## src/rtl/clkdiv_pkg.sv

```systemverilog
// Shared state encodings and default divisor for the programmable tick-generator controller.
package clkdiv_pkg;
    localparam logic [1:0] ST_IDLE  = 2'b00;
    localparam logic [1:0] ST_RUN   = 2'b01;
    localparam logic [1:0] ST_DRAIN = 2'b10;

    localparam int CLKDIV_DEFAULT_DIV = 3;
endpackage

```

## src/rtl/clkdiv_if.sv

```systemverilog
// Divisor/burst configuration handshake between a host and the tick-generator controller.
interface clkdiv_if #(
    parameter int CNT_W   = 8,
    parameter int BURST_W = 8
);
    logic               cfg_valid;
    logic               cfg_ready;
    logic [CNT_W-1:0]   cfg_div;
    logic [BURST_W-1:0] cfg_burst;

    modport master (
        output cfg_valid,
        output cfg_div,
        output cfg_burst,
        input  cfg_ready
    );

    modport slave (
        input  cfg_valid,
        input  cfg_div,
        input  cfg_burst,
        output cfg_ready
    );
endinterface

```

## src/rtl/div_phase_counter.sv

```systemverilog
// Phase counter for the divider: counts 0..div-1 while enabled, flags the last phase of a period.
module div_phase_counter #(
    parameter int CNT_W = 8
) (
    input  logic             clk,
    input  logic             reset,
    input  logic             en,
    input  logic             clr,
    input  logic [CNT_W-1:0] div,
    output logic [CNT_W-1:0] p,
    output logic             last
);
    logic [CNT_W-1:0] p_reg;

    assign p    = p_reg;
    assign last = (p_reg == div - 1'b1);

    always_ff @(posedge clk or posedge reset) begin
        if (reset) begin
            p_reg <= '0;
        end else if (clr) begin
            p_reg <= '0;
        end else if (en) begin
            p_reg <= last ? '0 : p_reg + 1'b1;
        end
    end
endmodule

```

## src/rtl/clkdiv_ctrl.sv

```systemverilog
// Programmable divide-by-N tick controller: run/stop FSM, shadowed reconfiguration, burst counting.
module clkdiv_ctrl
    import clkdiv_pkg::*;
#(
    parameter int CNT_W       = 8,
    parameter int BURST_W     = 8,
    parameter int DEFAULT_DIV = CLKDIV_DEFAULT_DIV
) (
    input  logic    clk,
    input  logic    reset,
    clkdiv_if.slave cfg,
    input  logic    start,
    input  logic    stop,
    output logic    tick,
    output logic    busy,
    output logic    done,
    output logic    div_err
);
    logic [1:0]         state_reg;
    logic [1:0]         state_next;
    logic [CNT_W-1:0]   div_reg;
    logic [BURST_W-1:0] burst_reg;
    logic [BURST_W-1:0] count_reg;
    logic               shadow_full_reg;
    logic [CNT_W-1:0]   shadow_div_reg;
    logic [BURST_W-1:0] shadow_burst_reg;
    logic               done_reg;
    logic               div_err_reg;
    logic [CNT_W-1:0]   p;
    logic               last;
    logic               xfer;
    logic               cfg_ok;
    logic               is_tick;
    logic               burst_hit;
    logic               run_end;
    logic               apply;

    div_phase_counter #(
        .CNT_W(CNT_W)
    ) u_phase (
        .clk  (clk),
        .reset(reset),
        .en   (state_reg != ST_IDLE),
        .clr  (state_reg == ST_IDLE),
        .div  (div_reg),
        .p    (p),
        .last (last)
    );

    assign xfer      = cfg.cfg_valid && cfg.cfg_ready;
    assign cfg_ok    = (cfg.cfg_div != '0);
    assign is_tick   = (state_reg == ST_RUN) && (p == '0);
    assign burst_hit = (burst_reg != '0) && (count_reg == burst_reg - 1'b1);
    assign run_end   = stop || (is_tick && burst_hit);
    // A shadow left over when a run ends is taken up on the first idle cycle.
    assign apply     = shadow_full_reg && (last || (state_reg == ST_IDLE));

    assign cfg.cfg_ready = !shadow_full_reg;
    assign tick          = is_tick;
    assign busy          = (state_reg != ST_IDLE);
    assign done          = done_reg;
    assign div_err       = div_err_reg;

    always_comb begin
        state_next = state_reg;
        case (state_reg)
            ST_IDLE:  if (start) state_next = ST_RUN;
            ST_RUN:   if (run_end) state_next = last ? ST_IDLE : ST_DRAIN;
            ST_DRAIN: if (last) state_next = ST_IDLE;
            default:  state_next = ST_IDLE;
        endcase
    end

    always_ff @(posedge clk or posedge reset) begin
        if (reset) begin
            state_reg   <= ST_IDLE;
            done_reg    <= 1'b0;
            div_err_reg <= 1'b0;
        end else begin
            state_reg   <= state_next;
            done_reg    <= (state_reg != ST_IDLE) && (state_next == ST_IDLE);
            div_err_reg <= xfer && !cfg_ok;
        end
    end

    // Active config changes only while idle or at a period boundary, so no runt periods.
    always_ff @(posedge clk or posedge reset) begin
        if (reset) begin
            div_reg          <= CNT_W'(DEFAULT_DIV);
            burst_reg        <= '0;
            shadow_full_reg  <= 1'b0;
            shadow_div_reg   <= '0;
            shadow_burst_reg <= '0;
        end else begin
            if (xfer && cfg_ok && (state_reg == ST_IDLE)) begin
                div_reg   <= cfg.cfg_div;
                burst_reg <= cfg.cfg_burst;
            end else if (apply) begin
                div_reg   <= shadow_div_reg;
                burst_reg <= shadow_burst_reg;
            end

            if (xfer && cfg_ok && (state_reg != ST_IDLE)) begin
                shadow_full_reg  <= 1'b1;
                shadow_div_reg   <= cfg.cfg_div;
                shadow_burst_reg <= cfg.cfg_burst;
            end else if (apply) begin
                shadow_full_reg <= 1'b0;
            end
        end
    end

    always_ff @(posedge clk or posedge reset) begin
        if (reset) begin
            count_reg <= '0;
        end else if ((state_reg == ST_IDLE) || apply) begin
            count_reg <= '0;
        end else if (is_tick && (count_reg != '1)) begin
            count_reg <= count_reg + 1'b1;
        end
    end
endmodule

```

## src/flat_wrapper.sv

```systemverilog
// flat-port wrapper written by rule: the top's interface ports become plain ports
module clkdiv_ctrl_flat import clkdiv_pkg::*;
#(
    parameter int CNT_W       = 8,
    parameter int BURST_W     = 8,
    parameter int DEFAULT_DIV = CLKDIV_DEFAULT_DIV
)
  (clk, reset, start, stop, tick, busy, done, div_err, cfg_cfg_valid, cfg_cfg_div, cfg_cfg_burst, cfg_cfg_ready);
  clkdiv_if #(.CNT_W(CNT_W), .BURST_W(BURST_W)) cfg_i ();
  input  logic clk;
  input  logic reset;
  input  logic start;
  input  logic stop;
  output logic tick;
  output logic busy;
  output logic done;
  output logic div_err;
  input wire logic [$bits(cfg_i.cfg_valid)-1:0] cfg_cfg_valid;
  input wire logic [$bits(cfg_i.cfg_div)-1:0] cfg_cfg_div;
  input wire logic [$bits(cfg_i.cfg_burst)-1:0] cfg_cfg_burst;
  output wire logic [$bits(cfg_i.cfg_ready)-1:0] cfg_cfg_ready;
  assign cfg_i.cfg_valid = cfg_cfg_valid;
  assign cfg_i.cfg_div = cfg_cfg_div;
  assign cfg_i.cfg_burst = cfg_cfg_burst;
  assign cfg_cfg_ready = cfg_i.cfg_ready;
  clkdiv_ctrl #(.CNT_W(CNT_W), .BURST_W(BURST_W), .DEFAULT_DIV(DEFAULT_DIV)) u_core (.clk(clk), .reset(reset), .cfg(cfg_i), .start(start), .stop(stop), .tick(tick), .busy(busy), .done(done), .div_err(div_err));
endmodule
```

## config.mk

```make
export PLATFORM = sky130hd
export DESIGN_NAME = clkdiv_ctrl_flat
export DESIGN_NICKNAME = d
export VERILOG_FILES = /design/src/rtl/clkdiv_pkg.sv /design/src/rtl/clkdiv_if.sv /design/src/rtl/div_phase_counter.sv /design/src/rtl/clkdiv_ctrl.sv /design/src/flat_wrapper.sv
export SDC_FILE = /design/constraint.sdc
export NUM_CORES = 1
export LEC_CHECK = 0
export CAP_MARGIN = 20
export CELL_PAD_IN_SITES_DETAIL_PLACEMENT = 2
export CELL_PAD_IN_SITES_GLOBAL_PLACEMENT = 2
export CORE_MARGIN = 2
export CORE_UTILIZATION = 40
export CTS_BUF_LIST = sky130_fd_sc_hd__clkbuf_4 sky130_fd_sc_hd__clkbuf_8 sky130_fd_sc_hd__clkbuf_16
export DETAILED_ROUTE_END_ITERATION = 12
export GPL_ROUTABILITY_DRIVEN = 0
export PLACE_DENSITY = 0.91
export SLEW_MARGIN = 10
export SYNTH_ARGS = -nofsm -noshare
export SYNTH_HDL_FRONTEND = slang
export SYNTH_SLANG_ARGS = --single-unit
```

## constraint.sdc

```tcl
create_clock -name clk -period 6.3 [get_ports clk]
set_input_delay 0.63 -clock clk [delete_from_list [all_inputs] [get_ports clk]]
set_output_delay 0.63 -clock clk [all_outputs]
set_load 0.02 [all_outputs]
```

* Word-level counts from Yosys, hierarchy flattened
Cells that the tools add are included.
Storage, ports and cells: register bits 53, input port bits 21, output and inout port bits 5, word-level logic and storage cells 61
Operators by class: $add $sub $neg 4, eq/ne operators 5, mux-type cells 16, reduce and logical (&&, ||, !) cells 26
Operators by type and width (count):
- 8-bit two-way mux | 9
- 8-bit by 1-bit adder with 8-bit output (second input constant) | 2
- 8-bit equality test | 2
- 8-bit nonzero test | 2
- 8-bit by 1-bit subtractor with 8-bit output (second input constant) | 2
- 1-bit logical AND | 11
- 2-bit nonzero test | 5
- 8-bit logical NOT | 1
- 2-bit two-way mux | 4
- 8-bit != test (second input constant) | 1
- 2-bit case mux with 3 select lines | 1
- 2-bit logical NOT | 2
- 1-bit logical OR | 3
- 2-bit by 1-bit equality test with 1-bit output (second input constant) | 1
- 2-bit equality test (second input constant) | 1
- 1-bit logical NOT | 2
- 1-bit two-way mux | 2

* Depth between registers and ports, before layout
Gate-level depths: netlist of run 1.
depth in word-level cells 9, mapped depth 10, mapped depth without buffers 8

* By module
Synthesis of run 1 repeated with hierarchy kept, for this count alone.
Second synthesis, totals: cell total of the unflattened synthesis 294, area total of the unflattened synthesis 2952.8 um2
Modules (own cells, without submodules):
- clkdiv_ctrl | instances 1, cells an instance 219, area an instance 2260.9 um2, seq. area each 1128.6 um2
- div_phase_counter | instances 1, cells an instance 75, area an instance 691.9 um2, seq. area each 200.2 um2

* Least setup slack after synthesis of run 1
OpenSTA, ideal clock, no wires.
kind reg-to-reg, start point reg u_core.div_reg[0], end point reg u_core.count_reg[0], library setup time 0.143 ns, arrival time 2.077 ns, data required time 6.157 ns, path slack 4.080 ns, stages on the path, launching flop included 11, buffers on the path 2, period minus slack after synthesis 2.220 ns, cells stage by stage dfstp_2 -> inv_1 -> ha_1 -> and2_4 -> o21a_1 -> o31a_1 -> o31ai_4 -> and2_1 -> buf_6 -> buf_6 -> a211oi_1
On the way: cells in the longest elaborated chain, start to end 6, elaborated cells on any way between the ends 7, classes of those cells 1 x add/sub; 1 x eq/ne; 1 x mux; 4 x reduce/logical
Ends and longest elaborated chain:
- start: declaration | line clkdiv_ctrl.sv:21 | logic [CNT_W-1:0] div_reg;
- start signal: assignment | line clkdiv_ctrl.sv:89 | div_reg <= CNT_W'(DEFAULT_DIV);
- start signal: assignment | line clkdiv_ctrl.sv:96 | div_reg <= cfg.cfg_div;
- start signal: assignment | line clkdiv_ctrl.sv:99 | div_reg <= shadow_div_reg;
- 8-bit by 1-bit subtractor with 8-bit output * | line div_phase_counter.sv:16 | assign last = (p_reg == div - 1'b1);
- 8-bit equality test * | line div_phase_counter.sv:16
- 1-bit logical OR * | line clkdiv_ctrl.sv:56 | assign apply = shadow_full_reg && (last || (state_reg == ST_IDLE));
- 1-bit logical AND * | line clkdiv_ctrl.sv:56
- 1-bit logical OR * | line clkdiv_ctrl.sv:116 | end else if ((state_reg == ST_IDLE) || apply) begin
- 8-bit two-way mux / 2-bit nonzero test (equally long branches)
- end signal: assignment | line clkdiv_ctrl.sv:119 | count_reg <= count_reg + 1'b1;
- end: declaration | line clkdiv_ctrl.sv:23 | logic [BURST_W-1:0] count_reg;
Every way passes the cells marked *; elsewhere a longest branch is shown, timed or not. A chain may end at the register's enable or synchronous reset.

* Worst setup path in the final report of run 1
start point reg u_core.state_reg[1], end point out busy
On the way: cells in the longest elaborated chain, start to end 1
Ends and longest elaborated chain:
- start: declaration | line clkdiv_ctrl.sv:19 | logic [1:0] state_reg;
- start signal: assignment | line clkdiv_ctrl.sv:80 | state_reg <= state_next;
- 2-bit nonzero test | line clkdiv_ctrl.sv:60 | assign busy = (state_reg != ST_IDLE);
- end: declaration | line flat_wrapper.sv:15 | output logic busy;
Every way passes these cells.

==> flow_summary.yaml, run 1 <==
power_and_ir_drop:
  p_total_uw: 747
  vdd_ir_drop_max_mv: 0.102
  powerDensity_nw_per_um2: 219
  p_leak_nw: 1.40
sta:
  setup-tns-final_ps: 0
  fmax_mhz: 314
  hold_viol_final: 0
  clock_skew_ps: 12.1
  slew_headroom: 0.293
  tightest_slew_ps: 1060
  finalCriticalPeriod_ps: 3180
  rsz0062_at_grt: "false"
  finalSetupViolCount: 0
  slew_violations: 0
  period_share: 0.505
drt:
  avgRoutedWirePerCell_um: 21.0
  drtIter0Drc: 65
  num_vias: 2301
  routed_wirelength_mm: 8.63
  first_pass_iters: 4
  viasPerCell: 5.61
  drtAntennaViolNets: 0
  drc_errors: 0
global_routing:
  grt_overflow: 0
  grt_antenna_before_repair: 0
  grt_max_degree: 54
  grt_pass1_vias: 2675
  grt_usage: 0.225
  grt_pass1_wl_mm: 14.4
final_layout:
  area_delta_synth_final_pct: 14.8
  fill_cells: 781
  nets: 337
  antenna_cells: 0
  drive_gt1_frac: 0.154
flow_run:
  drv_cap: 0
cts:
  cts.clk_slew.worst_paths_ps: 110
  ctsResizeCount: 0
  cts.sinks: 53
  hold_buffers: 0
  clk-insertion-delay-late_ps: 320
  numCtsBuffers: 5
  clockRootBuffer: "clkbuf_8"
  cts_tree: "yes"
  htree_levels: 2
  clk_path_buf_depth: 2
  post_cts_buffers: 0
synth:
  synth_nets: 313
  seq_area_frac_synth: 0.448
  synth.most_common_cell: "dfrtp_1"
  ys_types: 53
  synthArstFlopShare: 1.00
  synth.ff_latch_count: 53
  yosys_warnings: 0
  synth_ff_type: "dfrtp_1"
  yosysTopAreaCellShare: 0.430
  yosys.area.top_type: "dfrtp_1"
  synth.area.top_cells: "dfrtp_1 (43%), mux2_2 (6.1%), xor2_1 (5.9%), nand2_1 (4.7%), o221ai_1 (4.4%)"
  synth_area_um2: 2970
  syn_avg_cell_area_um2: 10.4
  synth_edf_count: 0
  netlist_top_cells_count: "dfrtp_1 (51), nand2_1 (37), inv_1 (23)"
  syn_inst: 286
die:
  die_y_um: 90.1
  fp.coreArea_um2: 7210
  fp.dieW_um: 90.1
  ios: 26
  die_area_um2: 8120
  rows: 31
  initial_utilization: 0.411
critical_path:
  rrSetupSlack_ps: 3240
  critPathLaunchType: "register"
  critical_path_class: "reg -> out"
  crit_arrival_ps: 2550
  r2r_end: "u_core.div_reg[2]$_DFFE_PP0P_"
  r2r_start: "u_core.state_reg[1]$_DFF_PP0_"
  r2r_cells: 6
  setup.worst_path.start: "u_core.state_reg[1]$_DFF_PP0_"
  worstSetupEndpointType: "output port"
  cp.required_ps: 5670
  cp_max_fo: 12
  cp-endpoint: "busy"
min_path:
  hp-class: "reg -> reg"
  hold_depth: 1
placed_design:
  dp_hpwl_mm: 5.92
  port_buffers: 25
outcome:
  status: "finished, final reports clean"
[area by class of cell]
cell class | count | area (um2) | share of cell area
clock buffers | 6 | 82.6 | 0.0242
clock inverters | 2 | 37.5 | 0.0110
inverters | 23 | 86.3 | 0.0253
multi-input cells | 199 | 1470 | 0.432
flip-flops and latches | 53 | 1330 | 0.390
well taps | 99 | 124 | 0.0364
repair buffers | 28 | 277 | 0.0812
[power by group]
part | switching (mW) | internal (mW) | total, mW
registers | 0.0254 | 0.379 | 0.404
logic | 0.0402 | 0.0508 | 0.0909
clock network | 0.123 | 0.129 | 0.252
[worst min-delay path by stage]
stage	start	end	slack (ps)
2_1_floorplan	u_core.shadow_div_reg[0]$_DFFE_PP0P_	u_core.shadow_div_reg[0]$_DFFE_PP0P_	480
3_3_place_gp	u_core.shadow_div_reg[4]$_DFFE_PP0P_	u_core.shadow_div_reg[4]$_DFFE_PP0P_	490
3_5_place_dp	u_core.shadow_div_reg[3]$_DFFE_PP0P_	u_core.shadow_div_reg[3]$_DFFE_PP0P_	500
4_1_cts	u_core.shadow_div_reg[3]$_DFFE_PP0P_	u_core.shadow_div_reg[3]$_DFFE_PP0P_	520
5_1_grt	u_core.shadow_div_reg[6]$_DFFE_PP0P_	u_core.shadow_div_reg[6]$_DFFE_PP0P_	540
6_report	u_core.shadow_div_reg[3]$_DFFE_PP0P_	u_core.shadow_div_reg[3]$_DFFE_PP0P_	510
[critical path, cell delays in order, from the launching register on]
cell and delay [ps]:
dfrtp_1 470, nor2_1 810, inv_1 300, clkdlybuf4s50_1 640
[cell families after synthesis]
group / after synthesis / synth area share
AND/OR/NAND/NOR: 101 / 0.176
flip-flops: 53 / 0.448
AO/OA/AOI/OAI: 45 / 0.142
buffers and inverters: 34 / 0.0565
XOR/XNOR: 30 / 0.0885
multiplexers: 17 / 0.0641
adder cells (fa/ha/maj): 6 / 0.0253
[layer usage]
layer  vias to the layer above  global-route usage  share of wire
met5                         -                   0              0
met1                      1201               0.273           0.44
met3                        15              0.0277          0.017
met2                        33               0.415           0.52
met4                         0              0.0692          0.021
li1                       1052                   -              -
[layout by cell type, fill, tap and decap left out, types with 2 or more instances in the layout]
master            n
dfrtp_1          51
nand2_1          37
clkdlybuf4s50_1  25
inv_1            22
xor2_1           20
nor2_1           19
mux2_2           16
o221ai_1         15
nand3_1          12
xnor2_1          10
a211oi_1          8
ha_1              6
clkbuf_8          6
nand4_1           5
and3_1            4
and2_1            4
o21a_1            3
nor3_1            2
and2_4            2
nor4_1            2
nor3b_2           2
o21ai_0           2
or3_1             2
buf_4             2
dfstp_2           2
[stage by stage]
step | instance area (um2) | instances | setup slack, ps | util | hold slack (ps)
finish | 3410 | 410 | 3120 | 0.472 | 513
global route | 3410 | 410 | 3060 | 0.472 | 543
CTS | 3400 | 409 | 2980 | 0.471 | 520
detailed placement | 3280 | 401 | 3120 | 0.454 | 497
global placement | 3280 | 401 | 3360 | 0.454 | 488
floorplan | 2970 | 286 | 4080 | - | 481
(Power assumes the default switching activity.)
==> inputs of run 2 (changes only) <==
- CORE_UTILIZATION: 40 -> 34
- PLACE_DENSITY: 0.91 -> 0.83
- clock period: 6.3 -> 2.57 ns (I/O delays scaled with it)
==> run 2 against run 1 <==
Compared with the run above:
- routed wire length decreased by 9.0%
- critical path depth increased by 5
- clock-buffer cell count decreased by 1
- clock skew decreased by 5.1 ps
- clock power increased by 140%
- first-iteration DRC count increased by 1.5%
- via count decreased by 0.87%
- highest routed layer unchanged
- utilization decreased by 6.6 points
- worst hold slack got worse by 270 ps
==> flow_summary.yaml, run 2 (synthesized netlist as in run 1, its figures left out) <==
sta:
  finalCriticalPeriod_ps: 2520
  slew_headroom: 0.321
  setup-tns-final_ps: 0
  period_share: 0.981
  clock_skew_ps: 7.08
  rsz0062_at_grt: "true"
  slew_violations: 0
  tightest_slew_ps: 1010
  final.setup.worst_slack_ps: 50.0
  fmax_mhz: 397
  hold_viol_final: 0
  finalSetupViolCount: 0
die:
  die_area_um2: 9490
  fp.coreArea_um2: 8590
  die_y_um: 97.4
  ios: 26
  initial_utilization: 0.345
  rows: 34
  fp.dieW_um: 97.4
critical_path:
  critPathLaunchType: "register"
  rrSetupSlack_ps: 50
  cp-endpoint: "u_core.burst_reg[2]$_DFFE_PP0P_"
  crit_arrival_ps: 2710
  cp_max_fo: 16
  cp.required_ps: 2760
  r2r_end: "u_core.burst_reg[2]$_DFFE_PP0P_"
  r2r_cells: 8
  critical_path_class: "reg -> reg"
  worstSetupEndpointType: "register"
  r2r_start: "u_core.div_reg[0]$_DFFE_PP1P_"
  setup.worst_path.start: "u_core.div_reg[0]$_DFFE_PP1P_"
global_routing:
  grt_max_degree: 27
  grt_pass1_wl_mm: 13.4
  top_usage_layer: "met2"
  grtUsageMet1: 0.232
  grt_overflow: 0
  met3_usage: 0.0223
  grt_pass1_vias: 2579
  grt.met2_usage: 0.302
  grt_antenna_before_repair: 0
  grt_usage: 0.174
final_layout:
  final_cell_mix: "dfrtp_1 (51), nand2_1 (37), clkdlybuf4s50_1 (25), inv_1 (22), xor2_1 (20)"
  antenna_cells: 0
  area_delta_synth_final_pct: 17.5
  drive_gt1_frac: 0.179
  final_common_cell: "dfrtp_1"
  final_cell_count_no_fill: 427
  nets: 345
drt:
  drtAntennaViolNets: 0
  routed_wirelength_mm: 7.85
  drtIter0Drc: 66
  avgRoutedWirePerCell_um: 18.4
  num_vias: 2281
  viasPerCell: 5.34
  drc_errors: 0
  first_pass_iters: 4
cts:
  cts.clk_slew.worst_paths_ps: 110
  numCtsBuffers: 5
  clockRootBuffer: "clkbuf_8"
  clk_path_buf_depth: 2
  cts.sinks: 53
  clk-insertion-delay-late_ps: 320
  htree_levels: 2
  cts_tree: "yes"
power_and_ir_drop:
  vdd_ir_drop_max_mv: 0.269
  powerDensity_nw_per_um2: 526
  p_leak_nw: 1.46
  p_total_mw: 1.83
placed_design:
  placedCellCount: 415
  dp_hpwl_mm: 5.82
  dp_slack_ps: -39.3
  port_buffers: 25
outcome:
  status: "finished, final reports clean"
min_path:
  hp-class: "in -> async"
flow_run:
  drv_cap: 0
[run 2: worst max-delay path, stage by stage, from the launching register on]
cell and delay, ps:
dfstp_2 580, inv_1 70, ha_1 240, and2_4 160, o21a_1 180, o31a_1 270, o31ai_4 380, o211a_4 360
o221ai_1 150
[run 2: routing by layer]
layer | up-vias | wire, um | part of all wire
met5 | - | 0 | 0
met4 | 0 | 89 | 0.011
met3 | 8 | 162 | 0.021
met2 | 30 | 3960 | 0.50
met1 | 1168 | 3640 | 0.46
li1 | 1075 | - | -
[run 2: what timing repair did]
item,in CTS,in global routing
resized for setup,1,2
cloned,0,0
hold buffers,0,0
endpoints found under the hold margin,0,0
buffers inserted,0,4
pin swaps,0,1
endpoints found under the setup margin,1,8
[run 2: layout make-up]
type,count,area (um2)
inverters,23,86.3
fillers,933,5100
clock buffers,5,68.8
clock inverters,3,50.0
well taps,108,135
multi-input cells,199,1480
flip-flops and latches,53,1330
repair buffers,36,337
[run 2: worst min-delay path by stage]
stage / end / slack, ps / cells after the start
floorplan: u_core.burst_reg[0]$_DFFE_PP0P_ / 380 / 2
finish: u_core.div_reg[5]$_DFFE_PP0P_ / 240 / 2
global placement: u_core.shadow_div_reg[4]$_DFFE_PP0P_ / 490 / 1
CTS: u_core.burst_reg[7]$_DFFE_PP0P_ / 250 / 2
detailed placement: u_core.shadow_burst_reg[3]$_DFFE_PP0P_ / 500 / 1
global route: u_core.shadow_burst_reg[6]$_DFFE_PP0P_ / 270 / 2
[run 2: metrics by stage]
step | hold slack (ps) | util | instance area, um2
after detailed placement | 500 | 0.387 | 3320
after CTS | 251 | 0.401 | 3450
after floorplan | 380 | - | 2970
after global routing | 267 | 0.406 | 3490
after global placement | 489 | 0.387 | 3320
final | 241 | 0.406 | 3490
[run 2: power breakdown]
| group | leakage (nW) | internal [mW] | switching, mW | total, mW |
|---|---|---|---|---|
| logic | 0.797 | 0.127 | 0.116 | 0.242 |
| clock network | 0.0603 | 0.299 | 0.313 | 0.612 |
| registers | 0.601 | 0.929 | 0.0511 | 0.980 |
| total | 1.46 | 1.36 | 0.480 | 1.83 |
